**config.mk**
```make
export PLATFORM = sky130hd
export DESIGN_NAME = grid_path_gen
export DESIGN_NICKNAME = d
export VERILOG_FILES = /design/src/rtl/grid_path_gen.sv
export SDC_FILE = /design/constraint.sdc
export NUM_CORES = 1
export LEC_CHECK = 0
export CAP_MARGIN = 15
export CORE_AREA = 2 2 100 102
export DETAILED_ROUTE_END_ITERATION = 10
export DIE_AREA = 0 0 102 104
export REMOVE_ABC_BUFFERS = 1
export SYNTH_ARGS = -nofsm -noshare
export SYNTH_HDL_FRONTEND = slang
export SYNTH_SLANG_ARGS = --single-unit
```
**constraint.sdc**
```tcl
create_clock -name clk_i -period 2.8 [get_ports clk_i]
set_input_delay 0.84 -clock clk_i [delete_from_list [all_inputs] [get_ports clk_i]]
set_output_delay 0.84 -clock clk_i [all_outputs]
set_load 0.01 [all_outputs]
```
**src/rtl/grid_path_gen.sv**
```systemverilog
// Command encoder for the grid_walk receiver: walks a tracked 16x16 position to a latched
// target by emitting {dis,dir} move commands, each framed by a rotation_event strobe.
module grid_path_gen #(
    parameter int HOLD = 1,
    parameter int GAP  = 2
) (
    input  logic       clk_i,
    input  logic       rst_i,
    input  logic       start_i,
    input  logic [3:0] target_x_i,
    input  logic [3:0] target_y_i,
    output logic [3:0] y_o,
    output logic       rotation_event_o,
    output logic       busy_o,
    output logic       done_o,
    output logic [3:0] pos_x_o,
    output logic [3:0] pos_y_o
);

    typedef enum logic [2:0] {
        S_IDLE     = 3'd0,
        S_CALC     = 3'd1,
        S_PULSE_HI = 3'd2,
        S_PULSE_LO = 3'd3,
        S_DONE     = 3'd4
    } state_t;

    localparam logic [7:0] HOLD_LAST = 8'(HOLD - 1);
    localparam logic [7:0] GAP_LAST  = 8'(GAP - 1);

    state_t     state_q, state_d;
    logic [3:0] tx_q, tx_d;
    logic [3:0] ty_q, ty_d;
    logic [3:0] pos_x_q, pos_x_d;
    logic [3:0] pos_y_q, pos_y_d;
    logic [3:0] y_q, y_d;
    logic [7:0] cnt_q, cnt_d;
    logic       re_q, re_d;
    logic       busy_q, busy_d;
    logic       done_q, done_d;

    logic [3:0] dx_s;
    logic [3:0] dy_s;
    logic [3:0] cmd_s;

    // Step length is the remaining distance capped at the receiver's maximum of 3.
    function automatic logic [1:0] clip3(input logic [3:0] v);
        logic [1:0] r;
        if (v >= 4'd3) begin
            r = 2'd3;
        end else begin
            r = v[1:0];
        end
        return r;
    endfunction

    // Distance to target and next command; X axis is always closed before Y.
    always_comb begin
        dx_s  = (tx_q >= pos_x_q) ? (tx_q - pos_x_q) : (pos_x_q - tx_q);
        dy_s  = (ty_q >= pos_y_q) ? (ty_q - pos_y_q) : (pos_y_q - ty_q);
        cmd_s = 4'd0;
        if (dx_s != 4'd0) begin
            cmd_s = {clip3(dx_s), (tx_q > pos_x_q) ? 2'b00 : 2'b01};
        end else if (dy_s != 4'd0) begin
            cmd_s = {clip3(dy_s), (ty_q > pos_y_q) ? 2'b11 : 2'b10};
        end else begin
            cmd_s = 4'd0;
        end
    end

    // Next-state, datapath and registered-output decode.
    always_comb begin
        state_d = state_q;
        tx_d    = tx_q;
        ty_d    = ty_q;
        pos_x_d = pos_x_q;
        pos_y_d = pos_y_q;
        y_d     = y_q;
        cnt_d   = cnt_q;
        case (state_q)
            S_IDLE: begin
                if (start_i) begin
                    tx_d    = target_x_i;
                    ty_d    = target_y_i;
                    state_d = S_CALC;
                end else begin
                    state_d = S_IDLE;
                end
            end
            S_CALC: begin
                cnt_d = 8'd0;
                if ((dx_s != 4'd0) || (dy_s != 4'd0)) begin
                    y_d     = cmd_s;
                    state_d = S_PULSE_HI;
                end else begin
                    state_d = S_DONE;
                end
            end
            S_PULSE_HI: begin
                if (cnt_q == HOLD_LAST) begin
                    cnt_d   = 8'd0;
                    state_d = S_PULSE_LO;
                    // dis never exceeds the remaining distance, so no wrap is possible.
                    case (y_q[1:0])
                        2'b00:   pos_x_d = pos_x_q + {2'b00, y_q[3:2]};
                        2'b01:   pos_x_d = pos_x_q - {2'b00, y_q[3:2]};
                        2'b10:   pos_y_d = pos_y_q - {2'b00, y_q[3:2]};
                        2'b11:   pos_y_d = pos_y_q + {2'b00, y_q[3:2]};
                        default: pos_x_d = pos_x_q;
                    endcase
                end else begin
                    cnt_d = cnt_q + 8'd1;
                end
            end
            S_PULSE_LO: begin
                if (cnt_q == GAP_LAST) begin
                    cnt_d   = 8'd0;
                    state_d = S_CALC;
                end else begin
                    cnt_d = cnt_q + 8'd1;
                end
            end
            S_DONE: begin
                state_d = S_IDLE;
            end
            default: begin
                state_d = S_IDLE;
            end
        endcase
        re_d   = (state_d == S_PULSE_HI);
        done_d = (state_d == S_DONE);
        busy_d = (state_d == S_CALC) || (state_d == S_PULSE_HI) || (state_d == S_PULSE_LO);
    end

    // State and output registers; reset abandons any walk in progress.
    always_ff @(posedge clk_i or posedge rst_i) begin
        if (rst_i) begin
            state_q <= S_IDLE;
            tx_q    <= 4'd0;
            ty_q    <= 4'd0;
            pos_x_q <= 4'd0;
            pos_y_q <= 4'd0;
            y_q     <= 4'd0;
            cnt_q   <= 8'd0;
            re_q    <= 1'b0;
            busy_q  <= 1'b0;
            done_q  <= 1'b0;
        end else begin
            state_q <= state_d;
            tx_q    <= tx_d;
            ty_q    <= ty_d;
            pos_x_q <= pos_x_d;
            pos_y_q <= pos_y_d;
            y_q     <= y_d;
            cnt_q   <= cnt_d;
            re_q    <= re_d;
            busy_q  <= busy_d;
            done_q  <= done_d;
        end
    end

    assign y_o              = y_q;
    assign rotation_event_o = re_q;
    assign busy_o           = busy_q;
    assign done_o           = done_q;
    assign pos_x_o          = pos_x_q;
    assign pos_y_o          = pos_y_q;

endmodule

```
-- After elaboration in Yosys (flattened, before gate mapping)
Cells that the tools add are included.
- register bits: 34
- bits of input ports: 11
- output and inout bits: 15
- word-level logic and storage cells: 69
- add/subtract/negate cells: 9
- order comparisons: 6
- equal/unequal tests: 11
- muxes and demuxes: 18
- reduce and logical (&&, ||, !) cells: 15
- operators with widths (kind ; number):
    8-bit one-hot mux with 3 select lines ; 1
    4-bit two-way mux ; 4
    8-bit two-way mux ; 2
    4-bit one-hot mux with 2 select lines ; 2
    4-bit subtractor ; 4
    3-bit by 2-bit == test with 1-bit output (second input constant) ; 4
    3-bit one-hot mux with 4 select lines ; 1
    3-bit two-way mux ; 3
    4-bit by 2-bit adder with 4-bit output ; 2
    8-bit by 1-bit adder with 8-bit output (second input constant) ; 1
    8-bit by 1-bit == test with 1-bit output (second input constant) ; 1
    4-bit by 2-bit >= comparator with 1-bit output (second input constant) ; 2
    4-bit >= comparator ; 2
    4-bit > comparator ; 2
    8-bit logical NOT ; 1
    4-bit nonzero test ; 2
    4-bit by 2-bit subtractor with 4-bit output ; 2
    3-bit by 1-bit == test with 1-bit output (second input constant) ; 2
    3-bit AND reduction ; 2
    2-bit == test (second input constant) ; 2
    2-bit two-way mux ; 2
    2-bit AND reduction ; 2
    2-bit nonzero test ; 2
    3-bit == test (second input constant) ; 1
    6 further kinds ; 10

-- Longest topological paths before layout
Gate-level depths: netlist of the first run.
- depth after elaboration: 9
- mapped depth: 10
- mapped depth without buffers: 10

-- Worst setup path before layout of the first run
Ideal clock, no wire load.
- path type: register to register
- from: register pos_x_q[1] (netlist: pos_x_o[1])
- to: register y_q[0] (netlist: y_o[0])
- library setup time: 0.094 ns
- arrival: 2.258 ns
- data required time: 2.706 ns
- setup slack: 0.448 ns
- cell stages (with the launch flop): 9
- path buffers: 0
- clock period less this slack: 2.352 ns
- cell sequence: dfrtp_1 > inv_1 > fa_1 > xnor2_1 > nor2_1 > a31oi_1 > o32ai_4 > a21o_4 > a221oi_2
- longest elaborated chain between the ends: 5
- elaborated cells on any way between the ends: 10
- classes of those cells: add/sub (2); order compare (2); mux (3); reduce/logical (3)
- RTL lines (item ; line ; RTL):
    from (decl) ; 34 ; logic [3:0] pos_x_q, pos_x_d;
    from (signal assigned) ; 152 ; pos_x_q <= pos_x_d;
    4-bit subtractor or 4-bit >= comparator (tied branches) ; 59 ; dx_s = (tx_q >= pos_x_q) ? (tx_q - pos_x_q) : (pos_x_q - tx_q);
    4-bit two-way mux ; 59 ;
    4-bit nonzero test ; 62, 92 ;
    1-bit logical OR ; 92 ; if ((dx_s != 4'd0) || (dy_s != 4'd0)) begin
    2-bit AND reduction (no source line) ; - ;
    to (signal assigned) ; 154 ; y_q <= y_d;
    to (decl) ; 36 ; logic [3:0] y_q, y_d;
Several ways; a longest one is shown, not always the timed one.
A chain may end at the register's enable or synchronous reset.

-- Worst setup path in the final report of the first run
- from: register pos_x_q[0] (netlist: pos_x_o[0])
- to: register y_q[2] (netlist: y_o[2])
- longest elaborated chain between the ends: 5
- elaborated cells on any way between the ends: 10
- classes of those cells: add/sub (2); order compare (2); mux (3); reduce/logical (3)
- RTL lines (item ; line):
    4-bit subtractor or 4-bit >= comparator (tied branches) ; 59
    4-bit two-way mux * ; 59
    4-bit by 2-bit >= comparator with 1-bit output or 4-bit nonzero test (tied branches) ; 49, 62, 92
    2-bit two-way mux or 1-bit logical OR (tied branches) ; 49, 92
    4-bit two-way mux or 2-bit AND reduction (tied branches) ; -
Mark *: on every way between the ends. The rest lies on a longest branch, timed or not.

==> flow_metrics.tcl, run 1 <==
set metrics [dict create \
    edff_count_synth 0 \
    die_width_um 102 \
    ys_seq_area_frac 0.350 \
    drt_iter0_drc 76 \
    timing_max_transition_violations_final 0 \
    finalWeightedCongestion 0.817 \
    detail_route.drc_violations 0 \
    syn-instance-count 250 \
    slowest_stage_delay_on_critical_path_ns 0.41 \
    static-leakage-power_nw 1.34 \
    core-area_mm2 0.00955 \
    clock_insertion_delay_worst_skew_ns 0.29 \
    dpl_worst_slack_ns 0.279 \
    totalNegativeSetupSlack_ns 0 \
    final_common_cell "sky130_fd_sc_hd__dfrtp_1" \
    synth-async-reset-ratio 1.00 \
    insertedDiodeCount 0 \
    critPathArrivalTime_ns 2.74 \
    layout.nets 324 \
    io_buffer_count 25 \
    placed_cell_area_mm2 0.00286 \
    dieArea_mm2 0.0106 \
    drtAntennaViolNets 0 \
    synthesis.area_per_instance_um2 9.72 \
    timing.critical_path.to_type "flip-flop" \
    worst-path-max-fanout 5 \
    final_critical_path_setup_slack_ns 0.268 \
    track_usage 0.106 \
    grt-ovfl-total 0 \
    cts_max_path_buffers 2 \
    min_period_over_period 0.904 \
    cts_resized 0 \
    startpoint "pos_x_o[0]" \
    run_status "finished clean" \
    syn-cell-area_mm2 0.00243 \
    worst-endpoint-required_ns 3.01 \
    io_pins 26 \
    ys_seq_elements 34 \
    critical_register_to_register_path_startpoint "pos_x_o[0]" \
    fin_skew_ns 0.00924 \
    drt_pre_antenna_iters 4 \
    period_needed_ns 2.53 \
    unrepaired_setup_endpoints_after_global_routing "no" \
    cts.hold.buffers_added 0 \
    layout.cell_area.non_filler_mm2 0.00295 \
    clk_pin_slew_worst_paths_ns 0.08 \
    crit_type "reg -> reg" \
    finalHoldViolations 0 \
    most-common-layout-cells "sky130_fd_sc_hd__dfrtp_1 (34), sky130_fd_sc_hd__inv_1 (27), sky130_fd_sc_hd__nand2_1 (26)" \
    htree_levels 2 \
    power_density_mw_per_mm2 1370 \
    min_path_type "reg -> reg" \
    grt_first_pass_wirelength_um 9020 \
    vias_in_the_first_global_route 1967 \
    grt_antenna_before_repair 0 \
    wirelength_um 5230 \
    clock_sink_count 34 \
    ys_types 56 \
    worst_ir_drop_vdd_uv 357 \
    num_rows 36 \
    clk_root_buffer_cell "sky130_fd_sc_hd__clkbuf_8" \
    tritoncts "done" \
    worst_slew_margin_rel 0.554 \
    flow.area_growth_from_synthesis_pct 21.5 \
    tightestPinTransition_ns 0.663 \
    max_clock_freq_ghz 0.395 \
    post-cts-setup-buffers 0 \
    start_util 0.254 \
    drt-vias-per-instance 4.44 \
    timing.hold.worst.start "pos_x_o[3]" \
    setup_violating_endpoint_count_in_the_final_report 0 \
    die_height_um 104 \
    routed_wire_length_per_instance_um 12.5 \
    timing.critical_path.cells "ha_1, fa_1, xnor2_1, a211oi_1, nor2_1, o32ai_4, a21o_4, mux2i_1" \
    count_of_yosys_warnings_during_synthesis 0 \
    startpoint_type "flip-flop" \
    slowest_stage "sky130_fd_sc_hd__dfrtp_1" \
    max_cap_violations 0 \
    grt_start_max_net_pins 35 \
    routed-via-count 1850 \
    synth_ff_type "sky130_fd_sc_hd__dfrtp_1" \
    place_hpwl_um 4020 \
    holdWs_ns 0.510 \
    clock_buffers_created_by_tritoncts 5 \
    post_route_cells_drive_above_1_share 0.113 \
]
==> kinds of logic after synthesis <==
family,Yosys count,share of synthesized area
muxes,11,0.0474
xor gates and xnor gates,13,0.0469
DFF,34,0.350
buffers and inverters,30,0.0510
AOI/OAI and AO/OA,51,0.149
and+or+nand+nor,81,0.182
adders and majority gates,30,0.173
==> per-layer routing <==
metal	GRT usage	wire length, um
met3	0.0202	133
met2	0.178	2570
met4	0.0438	115
met1	0.132	2400
met5	0	0
==> power by group <==
group / internal, mW / switching [mW]
Clock: 0.199 / 0.190
Sequential: 0.677 / 0.203
Combinational: 1.29 / 1.47
Total: 2.17 / 1.86
==> through the flow <==
stage,power [mW],utilization,instances
global placement,3.61,0.300,409
floorplan,2.95,-,247
global route,4.45,0.309,417
finish,4.03,0.309,417
detailed placement,3.65,0.300,409
CTS,4.07,0.309,417
==> flip-flops by register name, summed over array words and instances, names as in the netlist <==
| signal | count |
|---|---|
| busy_o | 1 |
| cnt_q | 8 |
| done_o | 1 |
| pos_x_o | 4 |
| pos_y_o | 4 |
| rotation_event_o | 1 |
| state_q | 3 |
| tx_q | 4 |
| ty_q | 4 |
| y_o | 4 |
==> cell type report <==
type	instances	area (um^2)
timing repair buffer	29	280
inverter	27	101
clock inverter	1	5.00
clock buffer	7	86.3
sequential	34	851
multi-input combinational	186	1460
tap	133	166
fill	1022	6600
==> cells in the mapped netlist (all sizes together), types with 2 or more instances <==
| library cell | n | area [um^2] |
|---|---|---|
| fa | 6 | 120 |
| nor4 | 3 | 25.0 |
| and2 | 2 | 12.5 |
| and3b | 2 | 18.8 |
| nand2b | 5 | 31.3 |
| xnor2 | 8 | 70.1 |
| xor2 | 5 | 43.8 |
| ha | 24 | 300 |
| a21o | 6 | 52.6 |
| nand4 | 2 | 12.5 |
| inv | 27 | 101 |
| nand3 | 3 | 15.0 |
| and2b | 3 | 27.5 |
| nor2b | 2 | 12.5 |
| buf | 2 | 18.8 |
| a21oi | 10 | 50.1 |
| a211oi | 2 | 15.0 |
| nor4b | 2 | 23.8 |
| mux2 | 4 | 45.0 |
| nor3b | 2 | 15.0 |
| o22ai | 2 | 12.5 |
| o21ai | 17 | 85.1 |
| nand3b | 3 | 22.5 |
| a31oi | 3 | 25.0 |
| dfrtp | 34 | 851 |
| nor2 | 17 | 63.8 |
| mux2i | 7 | 70.1 |
| and3 | 2 | 15.0 |
| nand2 | 27 | 104 |
==> critical path, delay by kind of cell (launching register included) <==
family                     cells  cell delay, ns
muxes                          1            0.18
xor gates and xnor gates       1            0.18
and+or+nand+nor                1            0.15
DFF                            1            0.41
AOI/OAI and AO/OA              3            0.88
adders and majority gates      2            0.65
==> final timing paths <==
| path | to | slack, ns | cells past startpoint |
|---|---|---|---|
| worst max-delay path | y_o[2] | 0.27 | 8 |
| worst min-delay path | pos_x_o[3] | 0.51 | 1 |
| worst max register to register | y_o[2] | 0.27 | 8 |
| worst min register to register | pos_x_o[3] | 0.51 | 1 |
| max in group asynchronous | pos_y_o[2] | 1.53 | 3 |
| min in group asynchronous | pos_x_o[3] | 0.94 | 3 |
(Power assumes the default switching activity.)
==> inputs of run 2 (changes only) <==
--- a/config.mk
+++ b/config.mk
@@ -10,6 +10,7 @@
 export DETAILED_ROUTE_END_ITERATION = 10
 export DIE_AREA = 0 0 102 104
 export REMOVE_ABC_BUFFERS = 1
+export SLEW_MARGIN = 20
 export SYNTH_ARGS = -nofsm -noshare
 export SYNTH_HDL_FRONTEND = slang
 export SYNTH_SLANG_ARGS = --single-unit
==> results of run 2 <==
Same layout as run 1: the final DEF is identical, and so are final timing and power.
==> inputs of run 3 (changes only) <==
==> constraint.sdc (replaced) <==
create_clock -name clk_i -period 2.2 [get_ports clk_i]
set_input_delay 0.66 -clock clk_i [delete_from_list [all_inputs] [get_ports clk_i]]
set_output_delay 0.66 -clock clk_i [all_outputs]
set_load 0.01 [all_outputs]
==> run 3 against run 2 <==
Net effect:
- the run now ends with setup timing left
- maximum frequency rose by 6.0%
- hold slack better by 0.022 ns
- register-to-register slack got worse by 0.46 ns
- via count up 8.6%
- setup slack got worse by 0.46 ns
- sequential share of layout area down 3.8 points
- design area grew 15%
- utilization is 4.7 points higher
- flip-flop and latch count is the same
- first-iteration DRC count shrank 30%
==> flow_metrics.tcl, run 3 (same netlist as run 1, synthesis figures left out) <==
set metrics [dict create \
    cts_max_path_buffers 2 \
    clock_insertion_delay_worst_skew_ns 0.29 \
    min_path_type "reg -> reg" \
    layout.cell_area.non_filler_mm2 0.00340 \
    grt_first_pass_wirelength_um 9570 \
    largest_register "cnt_q" \
    unrepaired_setup_endpoints_after_global_routing "yes" \
    setup_violating_endpoint_count_in_the_final_report 9 \
    crit_type "reg -> reg" \
    flow.area_growth_from_synthesis_pct 40.1 \
    fin_skew_ns 0.00967 \
    timing.hold.worst.start "tx_q[3]" \
    timing.critical_path.cells "inv_1, ha_4, fa_2, xnor2_2, a211oi_2, a31oi_1, buf_4, o32ai_4, a21o_4, a221oi_2" \
    drt-vias-per-instance 4.44 \
    tightestPinTransition_ns 0.471 \
    place_hpwl_um 4220 \
    period_needed_ns 2.39 \
    drtAntennaViolNets 0 \
    post_route_cells_drive_above_1_share 0.307 \
    grt_start_max_net_pins 35 \
    place.detailed.instances 437 \
    routed_wire_length_per_instance_um 12.7 \
    insertedDiodeCount 0 \
    critPathArrivalTime_ns 2.59 \
    largest_register_ff_count 8 \
    final_common_cell "sky130_fd_sc_hd__buf_4" \
    total_area_of_multi_input_combinational_cells_mm2 0.00162 \
    worst-endpoint-required_ns 2.41 \
    layout.nets 359 \
    grt-ovfl-total 0 \
    placed_cell_area_mm2 0.00308 \
    hold-path-endpoint "tx_q[3]" \
    dieArea_mm2 0.0106 \
    run_status "complete, but fails checks" \
    fin_cells 452 \
    routed-via-count 2009 \
    detail_route.drc_violations 0 \
    slowest_stage "sky130_fd_sc_hd__dfrtp_1" \
    r2r_slack_ns -0.19 \
    slowest_stage_delay_on_critical_path_ns 0.42 \
    final_critical_path_setup_slack_ns -0.188 \
    n_fill_cell 1015 \
    timing_max_transition_violations_final 0 \
    max_cap_violations 0 \
    core-area_mm2 0.00955 \
    worst_slew_margin_rel 0.686 \
    max_clock_freq_ghz 0.419 \
    post-route-util 0.356 \
    wirelength_um 5720 \
    timing.critical_path.to_type "flip-flop" \
    clk_root_buffer_cell "sky130_fd_sc_hd__clkbuf_8" \
    reg2reg_to "y_o[0]" \
    most-common-layout-cells "sky130_fd_sc_hd__buf_4 (37), sky130_fd_sc_hd__dfrtp_1 (34), sky130_fd_sc_hd__nand2_1 (25), sky130_fd_sc_hd__clkdlybuf4s50_1 (25), sky130_fd_sc_hd__inv_1 (23)" \
    io_pins 26 \
    clock_buffers_created_by_tritoncts 5 \
    worst-path-max-fanout 5 \
    critical_register_to_register_path_startpoint "pos_x_o[0]" \
    finalHoldViolations 0 \
    vias_in_the_first_global_route 2067 \
    worstHoldPathCells 1 \
    failing_checks "setup timing" \
    clock_sink_count 34 \
    track_usage 0.114 \
    grt_antenna_before_repair 0 \
    ff2ff_path_depth 10 \
    die_width_um 102 \
    htree_levels 2 \
    tritoncts "done" \
    drt_iter0_drc 53 \
    dpl_worst_slack_ns -0.218 \
    die_height_um 104 \
    start_util 0.254 \
    io_buffer_count 25 \
    drt_pre_antenna_iters 4 \
    finalWeightedCongestion 0.860 \
    min_period_over_period 1.09 \
    ff_latch_area_um2 851 \
    num_rows 36 \
    startpoint_type "flip-flop" \
    clk_pin_slew_worst_paths_ns 0.08 \
]
## run 3: cell count changes in the layout (fill, tap and decap cells not counted), sizes merged
cell / delta
buf: +35
bufinv: +1
clkbuf: -2
clkinv: +1
## run 3: worst max-delay path: cells and delay by family (launching register included)
family	cells	cell delay, ns
AO/OA/AOI/OAI	5	0.83
XOR/XNOR	1	0.22
adder cells (fa/ha/maj)	2	0.54
buffers and inverters	2	0.29
flip-flops	1	0.42
## run 3: what timing repair did
item / 4_1_cts / 5_1_grt
setup endpoints to repair: 9 / 11
pin swaps: 13 / 12
gates resized for setup: 18 / 20
hold buffers: 0 / 0
buffers inserted: 2 / 5
## run 3: stage by stage
stage          setup TNS (ns)  hold WS [ns]
2_1_floorplan          -0.629         0.485
3_3_place_gp           -0.507         0.507
3_5_place_dp            -1.37         0.516
4_1_cts                -0.642         0.535
5_1_grt                 -2.14         0.542
6_report                -1.16         0.532
## run 3: routing by layer
layer / wire length [um] / global-route usage
met1: 2540 / 0.138
met2: 2960 / 0.197
met3: 122 / 0.0222
met4: 93 / 0.0390
met5: 0 / 0
## run 3: worst max-delay path by stage
stage,end,startpoint,slack [ns]
5_1_grt,y_o[2],pos_x_o[0],-0.30
3_3_place_gp,y_o[0],pos_x_o[0],-0.10
6_report,y_o[0],pos_x_o[0],-0.19
3_5_place_dp,y_o[2],pos_x_o[0],-0.22
2_1_floorplan,y_o[0],pos_x_o[1],-0.15
4_1_cts,y_o[2],pos_x_o[0],-0.14
## run 3: cell type report
class,instances,area share
Clock buffer,5,0.0202
Timing Repair Buffer,64,0.164
Sequential cell,34,0.250
Clock inverter,3,0.0118
Inverter,27,0.0298
Tap cell,133,0.0489
Multi-Input combinational cell,186,0.475
Power of run 3 is not shown: default switching activity piles up to over one toggle a cycle in this logic, so the estimate is an artifact.
